$ cat config.mk
export PLATFORM = sky130hd
export DESIGN_NAME = multicycle_control
export DESIGN_NICKNAME = d
export VERILOG_FILES = /design/src/rtl/cpu_ctrl_pkg.sv /design/src/rtl/mem_wait_timer.sv /design/src/rtl/multicycle_control.sv
export SDC_FILE = /design/constraint.sdc
export NUM_CORES = 1
export LEC_CHECK = 0
export CAP_MARGIN = 20
export CORE_MARGIN = 8
export CORE_UTILIZATION = 45
export DETAILED_ROUTE_END_ITERATION = 10
export PLACE_DENSITY = 0.76
export REMOVE_ABC_BUFFERS = 1
export SLEW_MARGIN = 20
export SYNTH_ARGS = -nofsm -noshare
export SYNTH_HDL_FRONTEND = slang
export SYNTH_HIERARCHICAL = 1
export SYNTH_SLANG_ARGS = --single-unit
$ cat constraint.sdc
create_clock -name Clock -period 1.98 [get_ports Clock]
set_input_delay 0.396 -clock Clock [delete_from_list [all_inputs] [get_ports Clock]]
set_output_delay 0.396 -clock Clock [all_outputs]
set_load 0.005 [all_outputs]
$ cat src/rtl/cpu_ctrl_pkg.sv
// Shared encodings for the 16-bit CPU main control and ALUControl.
package cpu_ctrl_pkg;

  localparam int unsigned OPC_W   = 4;
  localparam int unsigned ALUOP_W = 2;
  localparam int unsigned SEL_W   = 2;
  localparam int unsigned ST_W    = 4;

  // Instruction opcodes (IR[15:12])
  localparam logic [OPC_W-1:0] OP_R_LOGIC = 4'b0000;
  localparam logic [OPC_W-1:0] OP_R_ARITH = 4'b0001;
  localparam logic [OPC_W-1:0] OP_R_SHIFT = 4'b0010;
  localparam logic [OPC_W-1:0] OP_ADDI    = 4'b0100;
  localparam logic [OPC_W-1:0] OP_SUBI    = 4'b0101;
  localparam logic [OPC_W-1:0] OP_LW      = 4'b0110;
  localparam logic [OPC_W-1:0] OP_SW      = 4'b0111;
  localparam logic [OPC_W-1:0] OP_BEQ     = 4'b1000;
  localparam logic [OPC_W-1:0] OP_BNE     = 4'b1001;
  localparam logic [OPC_W-1:0] OP_J       = 4'b1010;
  localparam logic [OPC_W-1:0] OP_SLTI    = 4'b1011;
  localparam logic [OPC_W-1:0] OP_HALT    = 4'b1111;

  typedef enum logic [ALUOP_W-1:0] {
    ALUOP_ADD   = 2'b00,
    ALUOP_SUB   = 2'b01,
    ALUOP_RTYPE = 2'b10,
    ALUOP_SLTI  = 2'b11
  } aluop_e;

  typedef enum logic [SEL_W-1:0] {
    SRCB_REGB = 2'b00,
    SRCB_ONE  = 2'b01,
    SRCB_IMM  = 2'b10,
    SRCB_BOFF = 2'b11
  } alusrcb_e;

  typedef enum logic [SEL_W-1:0] {
    PCSRC_ALU    = 2'b00,
    PCSRC_ALUOUT = 2'b01,
    PCSRC_JUMP   = 2'b10,
    PCSRC_RSVD   = 2'b11
  } pcsrc_e;

  typedef enum logic [ST_W-1:0] {
    ST_IDLE     = 4'd0,
    ST_FETCH    = 4'd1,
    ST_DECODE   = 4'd2,
    ST_EXEC_R   = 4'd3,
    ST_EXEC_I   = 4'd4,
    ST_MEM_ADDR = 4'd5,
    ST_MEM_RD   = 4'd6,
    ST_MEM_WR   = 4'd7,
    ST_WB_ALU   = 4'd8,
    ST_WB_MEM   = 4'd9,
    ST_BRANCH   = 4'd10,
    ST_JUMP     = 4'd11,
    ST_HALT     = 4'd12
  } state_e;

  // Datapath control bundle decoded from the current state
  typedef struct packed {
    logic [ALUOP_W-1:0] alu_op;
    logic               alu_src_a;
    logic [SEL_W-1:0]   alu_src_b;
    logic               pc_write;
    logic [SEL_W-1:0]   pc_source;
    logic               i_or_d;
    logic               mem_read;
    logic               mem_write;
    logic               ir_write;
    logic               reg_dst;
    logic               mem_to_reg;
    logic               reg_write;
    logic               halted;
    logic               illegal_op;
  } ctrl_t;

endpackage

$ cat src/rtl/mem_wait_timer.sv
// Counts MemReady wait cycles in a memory state; flags when the limit is reached.
module mem_wait_timer
  import cpu_ctrl_pkg::*;
#(
  parameter int unsigned MEM_TIMEOUT = 15
) (
  input  logic Clock,
  input  logic Reset,
  input  logic clear,
  input  logic MemReady,
  output logic expired
);

  localparam int unsigned CNT_W = $clog2(MEM_TIMEOUT + 1);

  logic [CNT_W-1:0] r_count;

  // Wait counter: cleared between memory accesses, saturates at the limit
  always_ff @(posedge Clock or negedge Reset) begin
    if (!Reset) begin
      r_count <= '0;
    end else if (clear) begin
      r_count <= '0;
    end else if (!MemReady && (r_count != CNT_W'(MEM_TIMEOUT))) begin
      r_count <= r_count + CNT_W'(1);
    end
  end

  assign expired = (r_count == CNT_W'(MEM_TIMEOUT));

endmodule

$ cat src/rtl/multicycle_control.sv
// Multi-cycle main control FSM: sequences fetch/decode/execute/memory/writeback.
module multicycle_control
  import cpu_ctrl_pkg::*;
#(
  parameter int unsigned MEM_TIMEOUT = 15,
  parameter int unsigned STATE_W     = 4
) (
  input  logic               Clock,
  input  logic               Reset,
  input  logic [OPC_W-1:0]   OPCode,
  input  logic               Zero,
  input  logic               MemReady,
  output logic [ALUOP_W-1:0] ALUOp,
  output logic               ALUSrcA,
  output logic [SEL_W-1:0]   ALUSrcB,
  output logic               PCWrite,
  output logic [SEL_W-1:0]   PCSource,
  output logic               IorD,
  output logic               MemRead,
  output logic               MemWrite,
  output logic               IRWrite,
  output logic               RegDst,
  output logic               MemToReg,
  output logic               RegWrite,
  output logic               Halted,
  output logic               IllegalOp,
  output logic               BusError,
  output logic [STATE_W-1:0] State
);

  state_e r_state;
  state_e w_next_state;
  ctrl_t  w_ctrl;
  logic   r_reg_dst;
  logic   r_bus_error;
  logic   w_set_bus_error;
  logic   w_timer_clear;
  logic   w_expired;

  mem_wait_timer #(
    .MEM_TIMEOUT(MEM_TIMEOUT)
  ) u_timer (
    .Clock   (Clock),
    .Reset   (Reset),
    .clear   (w_timer_clear),
    .MemReady(MemReady),
    .expired (w_expired)
  );

  // Counter only runs while lingering in a memory state; any transition restarts it
  assign w_timer_clear = !((r_state inside {ST_FETCH, ST_MEM_RD, ST_MEM_WR}) &&
                           (w_next_state == r_state));

  // State register
  always_ff @(posedge Clock or negedge Reset) begin
    if (!Reset) r_state <= ST_IDLE;
    else        r_state <= w_next_state;
  end

  // Sticky bus error and the writeback destination chosen during execute
  always_ff @(posedge Clock or negedge Reset) begin
    if (!Reset) begin
      r_bus_error <= 1'b0;
      r_reg_dst   <= 1'b0;
    end else begin
      r_bus_error <= r_bus_error | w_set_bus_error;
      if (r_state == ST_EXEC_R)      r_reg_dst <= 1'b1;
      else if (r_state == ST_EXEC_I) r_reg_dst <= 1'b0;
    end
  end

  // Next-state and Moore output decode; memory states qualified by MemReady
  always_comb begin
    w_next_state    = r_state;
    w_ctrl          = '0;
    w_set_bus_error = 1'b0;
    case (r_state)
      ST_IDLE: w_next_state = ST_FETCH;
      ST_FETCH: begin
        w_ctrl.mem_read  = 1'b1;
        w_ctrl.alu_src_b = SRCB_ONE;
        if (MemReady) begin
          w_ctrl.ir_write = 1'b1;
          w_ctrl.pc_write = 1'b1;
          w_next_state    = ST_DECODE;
        end else if (w_expired) begin
          w_set_bus_error = 1'b1;
          w_next_state    = ST_HALT;
        end
      end
      ST_DECODE: begin
        w_ctrl.alu_src_b = SRCB_BOFF;
        case (OPCode)
          OP_R_LOGIC, OP_R_ARITH, OP_R_SHIFT: w_next_state = ST_EXEC_R;
          OP_ADDI, OP_SUBI, OP_SLTI:          w_next_state = ST_EXEC_I;
          OP_LW, OP_SW:                       w_next_state = ST_MEM_ADDR;
          OP_BEQ, OP_BNE:                     w_next_state = ST_BRANCH;
          OP_J:                               w_next_state = ST_JUMP;
          OP_HALT:                            w_next_state = ST_HALT;
          default: begin
            w_ctrl.illegal_op = 1'b1;
            w_next_state      = ST_FETCH;
          end
        endcase
      end
      ST_EXEC_R: begin
        w_ctrl.alu_src_a = 1'b1;
        w_ctrl.alu_src_b = SRCB_REGB;
        w_ctrl.alu_op    = ALUOP_RTYPE;
        w_next_state     = ST_WB_ALU;
      end
      ST_EXEC_I: begin
        w_ctrl.alu_src_a = 1'b1;
        w_ctrl.alu_src_b = SRCB_IMM;
        case (OPCode)
          OP_SUBI: w_ctrl.alu_op = ALUOP_SUB;
          OP_SLTI: w_ctrl.alu_op = ALUOP_SLTI;
          default: w_ctrl.alu_op = ALUOP_ADD;
        endcase
        w_next_state = ST_WB_ALU;
      end
      ST_WB_ALU: begin
        w_ctrl.reg_write = 1'b1;
        w_ctrl.reg_dst   = r_reg_dst;
        w_next_state     = ST_FETCH;
      end
      ST_MEM_ADDR: begin
        w_ctrl.alu_src_a = 1'b1;
        w_ctrl.alu_src_b = SRCB_IMM;
        w_next_state     = (OPCode == OP_SW) ? ST_MEM_WR : ST_MEM_RD;
      end
      ST_MEM_RD: begin
        w_ctrl.i_or_d   = 1'b1;
        w_ctrl.mem_read = 1'b1;
        if (MemReady) begin
          w_next_state = ST_WB_MEM;
        end else if (w_expired) begin
          w_set_bus_error = 1'b1;
          w_next_state    = ST_HALT;
        end
      end
      ST_WB_MEM: begin
        w_ctrl.reg_write  = 1'b1;
        w_ctrl.mem_to_reg = 1'b1;
        w_next_state      = ST_FETCH;
      end
      ST_MEM_WR: begin
        w_ctrl.i_or_d    = 1'b1;
        w_ctrl.mem_write = 1'b1;
        if (MemReady) begin
          w_next_state = ST_FETCH;
        end else if (w_expired) begin
          w_set_bus_error = 1'b1;
          w_next_state    = ST_HALT;
        end
      end
      ST_BRANCH: begin
        w_ctrl.alu_src_a = 1'b1;
        w_ctrl.alu_src_b = SRCB_REGB;
        w_ctrl.alu_op    = ALUOP_SUB;
        w_ctrl.pc_source = PCSRC_ALUOUT;
        w_ctrl.pc_write  = (OPCode == OP_BNE) ? ~Zero : Zero;
        w_next_state     = ST_FETCH;
      end
      ST_JUMP: begin
        w_ctrl.pc_source = PCSRC_JUMP;
        w_ctrl.pc_write  = 1'b1;
        w_next_state     = ST_FETCH;
      end
      ST_HALT: w_ctrl.halted = 1'b1;
      default: w_next_state = ST_IDLE;
    endcase
  end

  assign ALUOp     = w_ctrl.alu_op;
  assign ALUSrcA   = w_ctrl.alu_src_a;
  assign ALUSrcB   = w_ctrl.alu_src_b;
  assign PCWrite   = w_ctrl.pc_write;
  assign PCSource  = w_ctrl.pc_source;
  assign IorD      = w_ctrl.i_or_d;
  assign MemRead   = w_ctrl.mem_read;
  assign MemWrite  = w_ctrl.mem_write;
  assign IRWrite   = w_ctrl.ir_write;
  assign RegDst    = w_ctrl.reg_dst;
  assign MemToReg  = w_ctrl.mem_to_reg;
  assign RegWrite  = w_ctrl.reg_write;
  assign Halted    = w_ctrl.halted;
  assign IllegalOp = w_ctrl.illegal_op;
  assign BusError  = r_bus_error;
  assign State     = STATE_W'(r_state);

endmodule

# After elaboration in Yosys (flattened, before gate mapping)
# Index checks and enable logic that the tools add are counted.
# totals
input_bits	8
regBits	10
output_inout_bits	22
latch_bits	0
ramBits	0
wordCells	86
mem_bits_ro	0
mem_count	0
# op_classes
n_lt_le_gt_ge	0
eq_ne	27
add_sub_neg	1
shift	0
bitwise_logic	2
multipliers	0
n_mux	32
div	0
reduce_logical	20
# ops
operator	n
$eq 4x4->1 const B	11
$eq 4x3->1 const B	8
$pmux 4 s8	1
$mux 4	6
$pmux 4 s6	1
$mux 1	19
$reduce_or 2->1	7
$eq 4x2->1 const B	3
$pmux 2 s3	2
$reduce_or 12->1	1
$reduce_or 3->1	3
$eq 4x1->1 const B	2
$logic_not 4->1	2
$pmux 2 s2	2
$reduce_or 5->1	1
$add 4x1->4 const B	1
$eq 4x4->1	1
$ne 4x4->1 const B	1
$reduce_or 4->1	1
$pmux 1 s3	1
$reduce_bool 3->1	1
$logic_and 1x1->1	2
$ne 2x1->1 const B	1
$reduce_bool 2->1	1
other kinds (3)	3

# Depth between registers and ports, before layout
# Gate-level depths: netlist (run 1).
# logic_depth
ltp_word	7
depth_mapped	7
ltp_nobuf	6

# Hierarchy
# Netlist (run 1), hierarchy kept.
# modules_own_cells
mod	seq_area_each_um2	instances	area_per_inst_um2	cells_each
multicycle_control	150.1	1	726.9	105
mem_wait_timer	100.1	1	220.2	19

# Least setup slack after synthesis (run 1)
# No wires, ideal clock.
# synth_path
path_kind	flip-flop to flip-flop
startpoint	reg u_timer.r_count[0]
endpoint	reg r_state[3], in the netlist State[3]
synth_period_minus_slack_ps	1687
path_stages_with_launch	7
path_slack_ps	293
n_path_buf	0
setup_ps	126
required_ps	1854
arrival_ps	1561
path_cell_list	dfrtp_1 -> ha_1 -> and3_1 -> or2_0 -> a32oi_1 -> a21oi_1 -> a311o_1
# synth_via
elab_chain_cells	4
elab_cells_between_ends	6
classes_between	eq/ne: 1; mux: 5
# synth_lines
element	line	text
start, declared	mem_wait_timer.sv:16	logic [CNT_W-1:0] r_count;
start signal, assigned	mem_wait_timer.sv:25	r_count <= r_count + CNT_W'(1);
$eq 4x4->1 *	mem_wait_timer.sv:29	assign expired = (r_count == CNT_W'(MEM_TIMEOUT));
named net w_expired	multicycle_control.sv:38	logic w_expired;
$mux 4 *	multicycle_control.sv:86, multicycle_control.sv:137, multicycle_control.sv:152	
$mux 4 (on tied branches)	multicycle_control.sv:150, multicycle_control.sv:82, multicycle_control.sv:135	
$pmux 4 s8 *	multicycle_control.sv:77	case (r_state)
named net w_next_state[3]	multicycle_control.sv:32	state_e w_next_state;
end signal, assigned	multicycle_control.sv:57	else r_state <= w_next_state;
end, declared	multicycle_control.sv:31	state_e r_state;
# Mark *: on every way through the listed nets, which the timed path passes. The rest lies on a longest branch.
# A chain may end at the register's enable or synchronous reset.

# Worst setup path after layout (run 1)
# layout_path
startpoint	reg r_state[0], in the netlist State[0]
endpoint	out ALUSrcB[0]
# layout_via
elab_chain_cells	3
elab_cells_between_ends	6
classes_between	eq/ne: 4; mux: 1; reduce/logical: 1
# layout_lines
element	line	text
$eq 4x3->1	multicycle_control.sv:77	
$reduce_or 2->1 (no source line)	n/a	
$pmux 2 s3 *	multicycle_control.sv:77	
end, declared	multicycle_control.sv:15	output logic [SEL_W-1:0] ALUSrcB,
# Every way passes the cells marked *; elsewhere a longest branch is shown, timed or not.

==> parameters.txt, run 1 <==
Parameter                              Value

Setup path
  Worst endpoint data arrival time ... between 1500 and 2000 ps
  Crit-path max FO ... 4
  Cells along the critical path ... buf_6, nand2b_4, buf_4, a211oi_2, buf_2
  Critical Path Sink Type ... primary output
  Critical Path Start Type ... flip-flop
  Category of the critical setup timing path ... reg2out
  Slowest cell delay on critical path ... ~450 ps
  Required time of the worst setup path ... around 1600 ps
  Crit-path slowest cell ... sky130_fd_sc_hd__dfrtp_2

Finish
  Signed area change from the synthesized netlist to the final layout ... 72.0%
  Multi-input logic area ... slightly above 700 µm²
  Count of inserted antenna diode cells ... 0
  Share of the core filled with cells in the final layout ... 82.2%
  Post-route cell area ... 1630 µm²
  Count of filler cells inserted in the layout ... around 130
  Area taken by flip-flops and latches ... approximately 260 µm²
  Ratio of cells with drive above 1 in the final layout ... 38.6%
  Final layout net count ... slightly below 200

Global routing
  Number of antenna violations at the first check in global routing ... 0
  Largest net degree at the start of global routing ... 11
  Total GRT Usage ... 18.5%
  Remaining global-route overflow ... 0
  Via count of the first global-routing pass ... around 1.2k
  Global-route wire length before repair ... ~5.3 mm

Clocking
  Post-CTS clock slew at the launch and capture registers of the worst setup and hold paths ... approximately 70 ps
  CTS HTree Levels ... 1
  Number of sinks driven by the clock tree ... 10
  CTS Root Cell ... sky130_fd_sc_hd__clkbuf_4
  CTS tree ... done
  Clock tree buffer depth ... 2
  Clock insertion delay at the later pin of the skew report ... 280 ps
  Inserted Clock Buffers ... 3

Power
  PwrDens ... about 1200 nW/µm²
  Peak VDD IR ... between 0.6 and 0.7 mV
  Total chip power ... roughly 2 mW
  Leak pwr ... 0.823 nW

Yosys
  Area fraction of the dominant cell type after synthesis ... 26.4%
  Top area cells in the synthesized netlist ... sky130_fd_sc_hd__dfrtp_1 (26%), sky130_fd_sc_hd__nor2_1 (7.9%), sky130_fd_sc_hd__nor2b_1 (7.9%)
  Distinct cell type count of the synthesized netlist ... approximately 40
  EDFF count, synth ... 0
  Warnings from Yosys ... 6
  Top cell type by total area after synthesis ... sky130_fd_sc_hd__dfrtp_1
  Yosys reg bits ... 10
  Area of the mapped netlist ... between 900 and 1000 µm²
  Commonest cells in the synthesized netlist ... sky130_fd_sc_hd__nor2_1 (20), sky130_fd_sc_hd__nor2b_1 (12), sky130_fd_sc_hd__dfrtp_1 (10), sky130_fd_sc_hd__nand2_1 (10)
  Cell with the most instances after synthesis ... sky130_fd_sc_hd__nor2_1
  Proportion of register bits with asynchronous set or reset after synthesis ... 100%
  Main flop type after synthesis ... sky130_fd_sc_hd__dfrtp_1
  Part of the Yosys area used for sequential elements ... a little over a quarter
  Post-Synthesis Cells ... about 120
  Mean area per synthesized cell ... approximately 7.6 µm²

Timing
  Slew at the pin with the worst max-slew slack ... 464 ps
  Max-slew violation count ... 0
  Final total negative setup slack ... -61.2 ps
  Worst max-slew margin expressed relative to the limit ... between 60% and 70%
  Share of the clock period used by the worst path after layout ... 103%
  Worst hold slack across all endpoints ... 433 ps
  RSZ-0062 raised after global routing ... yes
  Maximum clock skew at final layout ... about 11 ps
  Setup violations, final ... 1
  Final hold violation count ... 0
  Worst-case setup margin in the final layout ... -61.2 ps
  Maximum achievable frequency ... a little under 0.5 GHz
  Final period demand of the worst path ... slightly above 2000 ps

Place
  Number of port buffers ... 29
  Detailed-placement wirelength estimate ... roughly 2.2 mm
  Cell area reported after detailed placement ... between 1000 and 1500 µm²
  RD Place Congestion ... 0.821

Status
  Failing checks ... setup timing
  Outcome ... complete, but fails checks

Floorplan
  Starting Density ... around 48%
  Core Region ... just under 2000 µm²
  Die X ... 61.9 µm
  Die Area ... roughly 3800 µm²
  Number of top-level pins ... 30
  Total number of placement rows ... 16
  Floorplan die height ... 61.9 µm

Flow run
  Max Cap Violations ... 0

Drt
  DR iter-0 viols ... 67
  Detail-routed net length per standard cell ... roughly 16 µm
  Via count of the routed design ... 1,191
  Via-per-instance ratio ... 5.51
  Sum of routed wire length over all layers ... between 3 and 4 mm
  Count of nets left with antenna violations after detail routing ... 0
  Final routed DRC violation total ... 0
  Number of detailed-route iterations in the first pass ... 4

Worst hold path
  Type of the tightest min-delay check ... in2async
kinds of logic (layout without fill, tap and decap cells):
group	Yosys count	count (layout)	synth area share [%]
buf+inv	11	76	6.08
compound gates	28	28	20.5
flops	10	10	26.4
mux	3	3	3.30
xor+xnor	4	4	3.70
simple gates	67	67	38.7
fa+ha+maj	1	1	1.32
registers in the layout (all words and copies together) (netlist names):
name,flops
State,4
u_timer/r_count,4
BusError,1
r_reg_dst,1
stage by stage:
stage	instances	setup WS (ps)
after floorplan	115	275
after global placement	195	-438
after detailed placement	195	-462
after CTS	215	-167
after global routing	216	-114
final	216	-61.2
power breakdown:
part / switching (mW) / internal [mW] / total [mW]
clock: 0.0765 / 0.112 / 0.188
combinational: 0.672 / 0.774 / 1.45
sequential: 0.0682 / 0.262 / 0.330
total: 0.817 / 1.15 / 1.96
layer usage:
layer / share of wire, % / track usage (%) / routed length, µm
met2: 52 / 32.3 / 1820
met3: 6.2 / 5.56 / 218
met4: 5.4 / 7.14 / 190
met5: 0 / 0 / 0
met1: 37 / 20.3 / 1290
cell type report:
cell class / count / area share [%]
clock buffers: 4 / 2.23
repair buffers: 70 / 35.9
inverters: 2 / 0.461
flip-flops and latches: 10 / 15.7
well taps: 27 / 2.07
multi-input cells: 103 / 43.7
cell usage in the layout (no fill, tap or decap), types with 5 or more instances in the layout:
cell and count:
sky130_fd_sc_hd__buf_4 35, sky130_fd_sc_hd__nor2_1 17, sky130_fd_sc_hd__dlygate4sd2_1 11, sky130_fd_sc_hd__nor2b_1 10, sky130_fd_sc_hd__nand2_1 9, sky130_fd_sc_hd__clkdlybuf4s50_1 7
sky130_fd_sc_hd__dfrtp_1 6, sky130_fd_sc_hd__o21ai_0 6, sky130_fd_sc_hd__a21oi_1 6, sky130_fd_sc_hd__buf_6 5
worst max-delay path: cells and delay by family (launching register included):
kind	cells	cell delay, ps
and+or+nand+nor	1	150
buffers and inverters	3	460
DFF	1	450
AOI/OAI and AO/OA	1	300
repair_timing:
item                       in CTS  in global routing
buffers inserted               16                  2
setup endpoints to repair      17                 13
pin swaps                       5                  3
gates resized for setup        52                 21
hold buffers                    0                  0
worst paths after layout:
kind	from	end	slack, ps	depth (start not counted)
worst max-delay path	State[0]$_DFF_PN0_	ALUSrcB[0]	-60	5
worst min-delay path	Reset	u_timer/r_count[2]$_DFFE_PN0P_	430	1
worst max register to register	u_timer/r_count[0]$_DFFE_PN0P_	State[3]$_DFF_PN0_	100	6
worst min register to register	BusError$_DFF_PN0_	BusError$_DFF_PN0_	470	1
max in group asynchronous	Reset	State[3]$_DFF_PN0_	1190	1
min in group Clock	BusError$_DFF_PN0_	BusError$_DFF_PN0_	470	1
Power figures use the tool's default switching activity.
==> inputs of run 2 (changes only) <==
--- a/config.mk
+++ b/config.mk
@@ -7,9 +7,10 @@
 export LEC_CHECK = 0
 export CAP_MARGIN = 20
 export CORE_MARGIN = 8
-export CORE_UTILIZATION = 45
+export CORE_UTILIZATION = 35
+export CTS_CLUSTER_SIZE = 40
 export DETAILED_ROUTE_END_ITERATION = 10
-export PLACE_DENSITY = 0.76
+export PLACE_DENSITY = 0.61
 export REMOVE_ABC_BUFFERS = 1
 export SLEW_MARGIN = 20
 export SYNTH_ARGS = -nofsm -noshare
==> run 2 against run 1 <==
  * The run still ends with setup timing left
  * Wire length decreased by 16%
  * Critical path depth shrank 1
  * Flip-flop and latch count did not move
  * Highest routed layer is now met3
  * Combinational power shrank 14%
  * Count of clock-buffer cells in the layout fell by 1
  * Sequential power is 5% lower
  * First-iteration DRC count down 36%
  * Fmax is 1.4% higher
  * Die area up 21%
  * Worst hold slack better by 20 ps
==> parameters.txt, run 2 (synthesized netlist as in run 1, its figures left out) <==
Parameter                              Value

Timing
  Setup violations, final ... 1
  Final hold violation count ... 0
  Worst-case setup margin in the final layout ... -33.3 ps
  Maximum achievable frequency ... roughly 0.5 GHz
  Final period demand of the worst path ... ~2000 ps
  RSZ-0062 raised after global routing ... yes
  Slew at the pin with the worst max-slew slack ... ~480 ps
  Share of the clock period used by the worst path after layout ... 102%
  Worst hold slack across all endpoints ... roughly 450 ps
  Worst max-slew margin expressed relative to the limit ... 68.1%
  Final total negative setup slack ... -33.3 ps
  Max-slew violation count ... 0
  Maximum clock skew at final layout ... 5.93 ps

Global routing
  Total GRT Usage ... around an eighth
  Via count of the first global-routing pass ... between 1k and 1.5k
  Remaining global-route overflow ... 0
  Largest net degree at the start of global routing ... 17
  Global-route track usage on met2 ... a little under a quarter
  Number of antenna violations at the first check in global routing ... 0
  Global routing usage on met3 ... ~2.6%
  GRT met1 Usage ... a little over an eighth
  Most used routing layer ... met2
  Global-route wire length before repair ... between 4 and 5 mm

Setup path
  Required time of the worst setup path ... roughly 1600 ps
  Category of the critical setup timing path ... reg2out
  Endpoint of the lowest-slack register-to-register path ... State[3]$_DFF_PN0_
  Cells along the critical path ... nand2b_2, nor2_4, and2_1, clkdlybuf4s50_1
  Critical Path Sink Type ... primary output
  Slowest cell delay on critical path ... approximately 500 ps
  Setup slack on the worst flop-to-flop path ... around 140 ps
  Worst r2r src ... u_timer/r_count[0]$_DFFE_PN0P_
  Critical Path Start Type ... flip-flop
  Crit-path max FO ... 5
  Number of cells traversed by the worst register-to-register path ... 6
  Crit-path slowest cell ... sky130_fd_sc_hd__clkdlybuf4s50_1
  Worst endpoint data arrival time ... 1620 ps
  Worst Setup SP ... State[1]$_DFF_PN0_

Clocking
  Inserted Clock Buffers ... 3
  Clock insertion delay at the later pin of the skew report ... 250 ps
  CTS HTree Levels ... 1
  Number of sinks driven by the clock tree ... 10
  CTS Root Cell ... sky130_fd_sc_hd__clkbuf_4
  Post-CTS clock slew at the launch and capture registers of the worst setup and hold paths ... ~70 ps
  Clock tree buffer depth ... 2
  CTS tree ... done

Worst hold path
  Number of stages on the worst hold path ... 1
  HP Start ... BusError$_DFF_PN0_
  Hold Path Sink ... BusError$_DFF_PN0_
  Type of the tightest min-delay check ... reg2reg

Place
  Number of port buffers ... 29
  Cells after DPL ... a little over 200
  RD Place Congestion ... roughly 0.84
  Detailed-placement wirelength estimate ... around 2.3 mm

Floorplan
  Total number of placement rows ... 19
  Number of top-level pins ... 30
  Starting Density ... 35.6%
  Floorplan die height ... 68.0 µm
  Core Region ... between 2000 and 3000 µm²
  Die Area ... between 4000 and 5000 µm²
  Die X ... ~68 µm

Finish
  Count of filler cells inserted in the layout ... around 270
  Ratio of cells with drive above 1 in the final layout ... between 30% and 40%
  Share of the core filled with cells in the final layout ... 59.0%
  Count of inserted antenna diode cells ... 0
  Final Instance Count excl. Fillers ... approximately 220
  Final layout net count ... 196
  Signed area change from the synthesized netlist to the final layout ... 65.9%
  Top library cells by usage in the layout, fill and taps aside ... sky130_fd_sc_hd__buf_4 (35), sky130_fd_sc_hd__nor2_1 (18), sky130_fd_sc_hd__dlygate4sd2_1 (15)
  Most common cell after layout, fill and taps aside ... sky130_fd_sc_hd__buf_4

Drt
  Final routed DRC violation total ... 0
  Count of nets left with antenna violations after detail routing ... 0
  Via count of the routed design ... between 1k and 1.5k
  Detail-routed net length per standard cell ... around 14 µm
  Sum of routed wire length over all layers ... 2.95 mm
  DR iter-0 viols ... 43
  Via-per-instance ratio ... between 5 and 6
  Number of detailed-route iterations in the first pass ... 3

Status
  Outcome ... complete, but fails checks
  Failing checks ... setup timing

Power
  Leak pwr ... 0.768 nW
  Peak VDD IR ... between 0.8 and 0.9 mV
  PwrDens ... 1080 nW/µm²

Flow run
  Max Cap Violations ... 0
-- run 2: layer usage --
layer | share of wire [%] | vias to the layer above
li1 | - | 560
met1 | 42 | 520
met2 | 51 | 24
met3 | 7.4 | 0
met4 | 0 | 0
met5 | 0 | -
-- run 2: metrics by stage --
| step | setup WS, ps | cell area [µm²] | power, mW |
|---|---|---|---|
| after floorplan | 275 | 897 | 0.815 |
| after global routing | -94.0 | 1570 | 1.84 |
| after global placement | -445 | 1440 | 1.46 |
| after CTS | -94.1 | 1490 | 1.60 |
| final | -33.3 | 1570 | 1.70 |
| after detailed placement | -468 | 1440 | 1.49 |
-- run 2: what timing repair did --
action | in CTS | in global routing
buffers inserted | 4 | 7
pin swaps | 5 | 3
endpoints found under the setup margin | 17 | 8
gates resized for setup | 32 | 10
hold buffers | 0 | 0
-- run 2: report_power, final --
group	internal [mW]	leakage, nW	switching [mW]	total, mW
registers	0.258	0.127	0.0562	0.314
logic	0.687	0.627	0.567	1.25
clock network	0.0698	0.0138	0.0637	0.134
-- run 2: worst max path at each step --
stage                     cells past startpoint            endpoint
after floorplan                               6  State[3]$_DFF_PN0_
after global placement                        6             PCWrite
after detailed placement                      7            ALUOp[0]
after CTS                                     5             IRWrite
after global routing                          4           IllegalOp
final                                         4              Halted
-- run 2: cell type report --
cell class	count	area, µm²	area share, %
multi-input combinational	103	681	43.3
tap	31	38.8	2.47
sequential	10	253	16.1
inverter	2	7.51	0.478
clock buffer	3	22.5	1.43
timing repair buffer	67	569	36.2
-- run 2: critical path: cells and delay by family (launching register included) --
family | cells | cell delay, ps
simple gates | 3 | 450
flops | 1 | 420
buf+inv | 1 | 500
==> inputs of run 3 (changes only) <==
--- a/config.mk
+++ b/config.mk
@@ -8,6 +8,7 @@
 export CAP_MARGIN = 20
 export CORE_MARGIN = 8
 export CORE_UTILIZATION = 35
+export CTS_BUF_LIST = sky130_fd_sc_hd__clkbuf_4
 export CTS_CLUSTER_SIZE = 40
 export DETAILED_ROUTE_END_ITERATION = 10
 export PLACE_DENSITY = 0.61
==> results of run 3 <==
Final layout, timing and power as in run 2 (identical DEF).
